**src/rtl/bcd_serial_adder_ctrl.sv**
```systemverilog
// Digit-serial BCD adder: latches two NDIG-digit operands on start, adds one digit per
// cycle from digit 0 upward, then pulses done with S/cout/err held until the next start.
module bcd_serial_adder_ctrl #(
   parameter int unsigned NDIG = 4
) (
   input  logic              Clock,
   input  logic              Reset,
   input  logic              start,
   input  logic [4*NDIG-1:0] A,
   input  logic [4*NDIG-1:0] B,
   input  logic              cin,
   output logic              busy,
   output logic              done,
   output logic [4*NDIG-1:0] S,
   output logic              cout,
   output logic              err
);

   localparam int unsigned IW = (NDIG > 1) ? $clog2(NDIG) : 1;

   typedef enum logic [1:0] {StIdle, StAdd, StDone} state_e;

   state_e            state_q, state_d;
   logic [4*NDIG-1:0] a_q, a_d, b_q, b_d, s_q, s_d;
   logic [IW-1:0]     idx_q, idx_d;
   logic              carry_q, carry_d;
   logic              cout_q, cout_d;
   logic              err_q, err_d;

   logic [3:0] a_dig, b_dig, sum_dig;
   logic [4:0] t;
   logic       dig_carry;

   // Per-digit BCD rule; (t+6) mod 16 equals t[3:0]+6 in 4 bits for any t < 32.
   always_comb begin
      a_dig = a_q[{idx_q, 2'b00} +: 4];
      b_dig = b_q[{idx_q, 2'b00} +: 4];
      t     = 5'(a_dig) + 5'(b_dig) + 5'(carry_q);
      if (t > 5'd9) begin
         sum_dig   = t[3:0] + 4'd6;
         dig_carry = 1'b1;
      end else begin
         sum_dig   = t[3:0];
         dig_carry = 1'b0;
      end
   end

   always_comb begin
      state_d = state_q;
      a_d     = a_q;
      b_d     = b_q;
      s_d     = s_q;
      idx_d   = idx_q;
      carry_d = carry_q;
      cout_d  = cout_q;
      err_d   = err_q;
      case (state_q)
         StIdle: begin
            if (start) begin
               a_d     = A;
               b_d     = B;
               carry_d = cin;
               idx_d   = '0;
               err_d   = 1'b0;
               state_d = StAdd;
            end
         end
         StAdd: begin
            s_d[{idx_q, 2'b00} +: 4] = sum_dig;
            carry_d = dig_carry;
            err_d   = err_q | (a_dig > 4'd9) | (b_dig > 4'd9);
            if (idx_q == IW'(NDIG - 1)) begin
               cout_d  = dig_carry;
               state_d = StDone;
            end else begin
               idx_d = idx_q + 1'b1;
            end
         end
         StDone:  state_d = StIdle;
         default: state_d = StIdle;
      endcase
   end

   always_ff @(posedge Clock or posedge Reset) begin
      if (Reset) begin
         state_q <= StIdle;
         a_q     <= '0;
         b_q     <= '0;
         s_q     <= '0;
         idx_q   <= '0;
         carry_q <= 1'b0;
         cout_q  <= 1'b0;
         err_q   <= 1'b0;
      end else begin
         state_q <= state_d;
         a_q     <= a_d;
         b_q     <= b_d;
         s_q     <= s_d;
         idx_q   <= idx_d;
         carry_q <= carry_d;
         cout_q  <= cout_d;
         err_q   <= err_d;
      end
   end

   assign busy = (state_q != StIdle);
   assign done = (state_q == StDone);
   assign S    = s_q;
   assign cout = cout_q;
   assign err  = err_q;

endmodule
```
**config.mk**
```make
export PLATFORM = sky130hd
export DESIGN_NAME = bcd_serial_adder_ctrl
export DESIGN_NICKNAME = d
export VERILOG_FILES = /design/src/rtl/bcd_serial_adder_ctrl.sv
export SDC_FILE = /design/constraint.sdc
export NUM_CORES = 1
export LEC_CHECK = 0
export BUFFER_PORTS_ARGS = -buffer_cell sky130_fd_sc_hd__buf_4
export CORE_MARGIN = 3
export CORE_UTILIZATION = 50
export DETAILED_ROUTE_END_ITERATION = 10
export PLACE_DENSITY = 0.84
export SLEW_MARGIN = 20
export SYNTH_ARGS = -nofsm -noshare
export SYNTH_HDL_FRONTEND = slang
export SYNTH_SLANG_ARGS = --single-unit
```
**constraint.sdc**
```tcl
create_clock -name Clock -period 9.5 [get_ports Clock]
set_input_delay 0.475 -clock Clock [delete_from_list [all_inputs] [get_ports Clock]]
set_output_delay 0.475 -clock Clock [all_outputs]
set_load 0.05 [all_outputs]
```
Word level (Yosys, flattened, before mapping)
Cells that the tools add are included.
{ "totals": {"reg_bits": 55, "latchBits": 0, "ram_bits": 0, "mem_bits_ro": 0, "inputBits": 36, "out_inout_bits": 20, "wordCells": 49, "memories": 0} }
{ "classes": {"add_sub_neg": 5, "mul": 0, "div": 0, "magnitude_cmp": 3, "n_eq_ne": 6, "shift": 4, "muxes": 13, "bitwise_logic": 2, "n_reduce_logical": 8} }
{ "op_table": {"columns": ["operator", "n"], "rows": [
  ["16-bit by 5-bit variable part select with 4-bit output", 2],
  ["16-bit bitwise mux", 1],
  ["4-bit by 6-bit variable shift with 16-bit output, first input constant", 1],
  ["4-bit by 6-bit variable part select with 16-bit output", 1],
  ["4-bit greater-than comparator, second input constant", 2],
  ["2-bit two-way mux", 4],
  ["2-bit one-hot mux with 2 select lines", 2],
  ["2-bit AND reduction", 4],
  ["2-bit != test, second input constant", 3],
  ["4-bit negation with 6-bit output", 1],
  ["4-bit by 4-bit adder with 5-bit output", 1],
  ["5-bit by 1-bit adder with 5-bit output", 1],
  ["5-bit by 4-bit greater-than comparator with 1-bit output, second input constant", 1],
  ["4-bit by 3-bit adder with 4-bit output, second input constant", 1],
  ["2-bit equality test, second input constant", 2],
  ["4-bit two-way mux", 1],
  ["1-bit one-hot mux with 2 select lines", 2],
  ["2-bit nonzero test", 2],
  ["1-bit two-way mux", 3],
  ["3-bit AND reduction", 1],
  ["2-bit by 1-bit adder with 2-bit output, second input constant", 1],
  ["2-bit by 1-bit equality test with 1-bit output, second input constant", 1],
  ["2-bit logical NOT", 1],
  ["1-bit OR", 2]
]} }

Longest topological paths before layout
{ "logic_depth": {"word_depth": 7, "mapped_depth": 11, "ltp_nobuf": 10} }

Least setup slack after synthesis
No wires, ideal clock.
{ "synth_timing": {"kind": "register to register", "start": "reg idx_q[0]", "end": "reg s_q[14], in the netlist S[14]", "setup_time_ns": 0.133, "arrival_time_ns": 3.409, "t_required_ns": 9.367, "path_slack_ns": 5.958, "stages_incl_launch_ff": 12, "n_path_buf": 1, "period_less_slack_ns": 3.542, "cell_sequence": "dfrtp_1 -> buf_4 -> mux4_2 -> fa_1 -> fa_1 -> xnor2_1 -> ha_1 -> nor2b_1 -> a31oi_1 -> and4b_1 -> a311oi_2 -> o21ai_0"} }
{ "synth_between": {"elab_chain_len": 7, "word_cells_on_any_way": 11, "cone_classes": "4 x add/sub; 1 x order compare; 4 x shift; 2 x mux"} }
{ "synth_rtl": {"columns": ["item", "line_no", "rtl"], "rows": [
  ["start, declared", "25", "logic [IW-1:0] idx_q, idx_d;"],
  ["start signal, assigned", "99", "idx_q <= idx_d;"],
  ["16-bit by 5-bit variable part select with 4-bit output (on tied branches)", "36, 37", null],
  ["4-bit by 4-bit adder with 5-bit output", "38", "t = 5'(a_dig) + 5'(b_dig) + 5'(carry_q);"],
  ["5-bit by 1-bit adder with 5-bit output", "38", null],
  ["4-bit by 3-bit adder with 4-bit output or 5-bit by 4-bit greater-than comparator with 1-bit output (tied branches)", "40, 39", null],
  ["4-bit two-way mux", "39", "if (t > 5'd9) begin"],
  ["4-bit by 6-bit variable part select with 16-bit output", "69", "s_d[{idx_q, 2'b00} +: 4] = sum_dig;"],
  ["16-bit bitwise mux (*)", "69", null],
  ["end signal, assigned", "89", "s_q <= '0;"],
  ["end signal, assigned", "98", "s_q <= s_d;"],
  ["end, declared", "24", "logic [4*NDIG-1:0] a_q, a_d, b_q, b_d, s_q, s_d;"]
]} }
Mark *: on every way between the ends. The rest lies on a longest branch, timed or not.
A chain may end at the register's enable or synchronous reset.

Worst setup path in the final report
{ "layout_timing": {"start": "reg idx_q[0]", "end": "reg s_q[2], in the netlist S[2]"} }
Same word-level chain as after synthesis.

==> metrics.md <==
| Metric | Value |
|---|---|
| Slew headroom | 38.3% |
| Reg2Reg Setup Slack | 5.44 ns |
| Worst R2R Path Depth | 10 |
| Cts bufs inserted | 5 |
| CP max stage cell | dfrtp_1 |
| Die H | 79.6 µm |
| Most frequent CP cell | fa_1 |
| Port-buffer cells | 55 |
| Fin Hold WS | about 0.33 ns |
| Row Count | 26 |
| Worst-Margin Slew | 0.924 ns |
| Vias per cell | 5.46 |
| Final ANT Viol Nets | 0 |
| Outcome | finished, final reports clean |
| Postcts setup bufs | 0 |
| YS warnings | 0 |
| Fin crit share | 42.7% |
| Setup tns final | 0 ns |
| Worst Setup EP | S[2] |
| Min Clock Period, post-route | between 4 and 5 ns |
| Netlist cell types | 43 |
| Synth Flop Type | dfrtp_1 |
| Largest net degree at the start of global routing | between 50 and 60 |
| Initial antenna violation count | 0 |
| Critical Path Start Type | register |
| CTS max path bufs | 2 |
| Area Overhead vs Synth | 20.6% |
| Placed inst area | between 0.003 and 0.004 mm² |
| Synth Register Bits | between 50 and 60 |
| Critical Path Start | idx_q[0] |
| Crit path buffers/inverters | 0 |
| CTS Sinks | 55 |
| Die width | around 80 µm |
| Syn nets | approximately 260 |
| CP Capture Type | register |
| Die Footprint | 0.00634 mm² |
| Layout cells sized above 1 | 41.3% |
| RSZ-0062 raised after global routing | false |
| DRC | 0 |
| CTS H-Tree Depth | 2 |
| Pre-Repair DR Iteration Count | 4 |
| Vias in the first global route | approximately 2000 |
| Cell Area, Synth | 0.00271 mm² |
| Global-route wire length before repair | 9720 µm |
| CTS tree | built |
| GRT Overall Usage | 19.5% |
| # hold bufs at CTS | 0 |
| Crit Path Category | reg2reg |
| Clock-pin slew on the worst setup and hold paths | 0.10 ns |
| Stages on the worst setup path | 10 |
| Antenna cell count | 0 |
| DRT Wirelength | roughly 5400 µm |
| Clock Skew | 0.00550 ns |
| DP Cell Count | ~330 |
| CP Cell Sequence | mux4_2 > fa_1 > fa_1 > xnor2_1 > ha_1 > nor2b_1 > a31oi_1 > and4b_1 > a311oi_2 > o21ai_0 |
| R2r endpoint | S[2] |
| Final setup fails | 0 |
| DP HPWL | 4060 µm |
| EDFF count, synth | 0 |
| CP Data Arrival Time | 4.24 ns |
| Clock Latency Late Sink | 0.31 ns |
| Max Cap Viol | 0 |
| CP peak stage delay | 0.81 ns |
| Root buffer cell | clkbuf_8 |
| GPL Wtd Cong | 0.874 |
| Mapped Cells | 215 |
| Fmax | 247 MHz |
| DR iter-0 viols | 135 |
| Max Slew Vio Count | 0 |
| Post-CTS sizing | 0 |
| Grt ovf | 0 |
| Number of nets in the layout | 318 |
| CORE AREA | 0.00517 mm² |
| Async SR Flop Fraction | 100% |
| # IOs | 56 |
| Data required time of the worst path | between 9 and 10 ns |
| Post-route non-filler standard cell count | ~340 |
| Design area | 0.00327 mm² |
| Routed vias | 1861 |
| Sequential area share after synthesis | 50.8% |
| Initial Util | 52.4% |
| CP Max Fanout | 15 |
| Post-DR wirelength/cell | between 15 and 20 µm |
| Post-Syn Area per Cell | 12.6 µm² |
| Largest delay share family, worst path | adder cells |
| Tightest Hold Check Type | in2async |
| Reg2reg start | idx_q[0] |
| Endpoints failing hold | 0 |
[cell type report]
cell class                 count  area [µm²]
fill                         422        1900
sequential                    55        1380
multi-input combinational    144        1250
timing repair buffer          55         413
clock buffer                   7        96.3
tap                           70        87.6
inverter                       9        35.0
clock inverter                 1        7.51
[cells by family (layout without fill, tap and decap cells)]
kind of cell / count (synthesis) / after routing / synth area share, %
flip-flops: 55 / 55 / 50.8
AND/OR/NAND/NOR: 51 / 51 / 9.65
AO/OA/AOI/OAI: 37 / 37 / 9.10
XOR/XNOR: 1 / 1 / 0.323
buffers and inverters: 16 / 72 / 2.95
adder cells (fa/ha/maj): 12 / 12 / 6.09
multiplexers: 43 / 43 / 21.1
[synthesized netlist by cell type, types with 2 or more instances]
| master | number | area (µm²) |
|---|---|---|
| mux2i_1 | 2 | 20.0 |
| fa_1 | 2 | 40.0 |
| nor2_1 | 8 | 30.0 |
| dfrtp_1 | 55 | 1380 |
| clkbuf_1 | 2 | 7.51 |
| buf_4 | 3 | 22.5 |
| o21ai_1 | 2 | 10.0 |
| inv_1 | 9 | 33.8 |
| nor2b_1 | 3 | 18.8 |
| nor3b_1 | 2 | 15.0 |
| nand3_1 | 2 | 10.0 |
| a21o_2 | 2 | 17.5 |
| mux2_2 | 32 | 360 |
| a22o_1 | 2 | 17.5 |
| o31ai_1 | 5 | 37.5 |
| o211ai_1 | 3 | 22.5 |
| mux4_2 | 8 | 180 |
| o21ai_0 | 12 | 60.1 |
| a21oi_1 | 5 | 25.0 |
| nand4_1 | 2 | 12.5 |
| nand2_1 | 23 | 86.3 |
| ha_1 | 10 | 125 |
[cell usage in the layout (no fill, tap or decap), drive strengths merged, types with 2 or more instances in the layout]
master	count
mux2i	2
mux2	33
nor2b	3
nand4	2
o21ai	14
o211ai	3
o31ai	5
nand3	2
nand2	23
a21o	2
clkbuf	7
dfrtp	55
a21oi	5
nor3b	2
ha	10
nor2	9
and2	2
buf	55
fa	2
and3	2
a22o	2
mux4	8
inv	8
[flip-flops by register name, summed over array words and instances, names as in the netlist]
signal   cells
S           16
a_q         16
b_q         16
carry_q      1
cout         1
err          1
idx_q        2
state_q      2
[per-stage QoR]
| stage | worst slack, ns | util [%] |
|---|---|---|
| finish | 5.44 | 63.2 |
| global route | 5.11 | 63.2 |
| CTS | 5.45 | 63.2 |
| detailed placement | 5.47 | 61.2 |
| global placement | 5.63 | 61.2 |
| floorplan | 5.96 | - |
[worst min-delay path by stage]
stage,endpoint,from,slack [ns],cells after the start
4_1_cts,b_q[1],B[1],0.39,2
3_5_place_dp,S[15],S[15],0.47,2
2_1_floorplan,b_q[1],b_q[1],0.45,1
3_3_place_gp,S[11],S[11],0.46,2
6_report,b_q[13],Reset,0.33,2
5_1_grt,a_q[12],A[12],0.38,2
[worst reg2reg max path: cells and delay by family, from the launching register on]
family                   cells  cell delay [ns]
AND/OR/NAND/NOR              2             0.50
adder cells (fa/ha/maj)      3             1.17
flip-flops                   1             0.81
AO/OA/AOI/OAI                3             0.56
multiplexers                 1             0.61
XOR/XNOR                     1             0.29
[layer usage]
metal	up-vias	track usage, %	wire [µm]
met3	6	3.72	328
met4	0	4.47	42
met2	57	31.7	2560
met5	-	0	0
met1	910	27.2	2450
li1	888	-	-
Power is left out: the tool's default activity adds up to more than one toggle a clock period on the data nets, which glitch-free logic cannot reach.
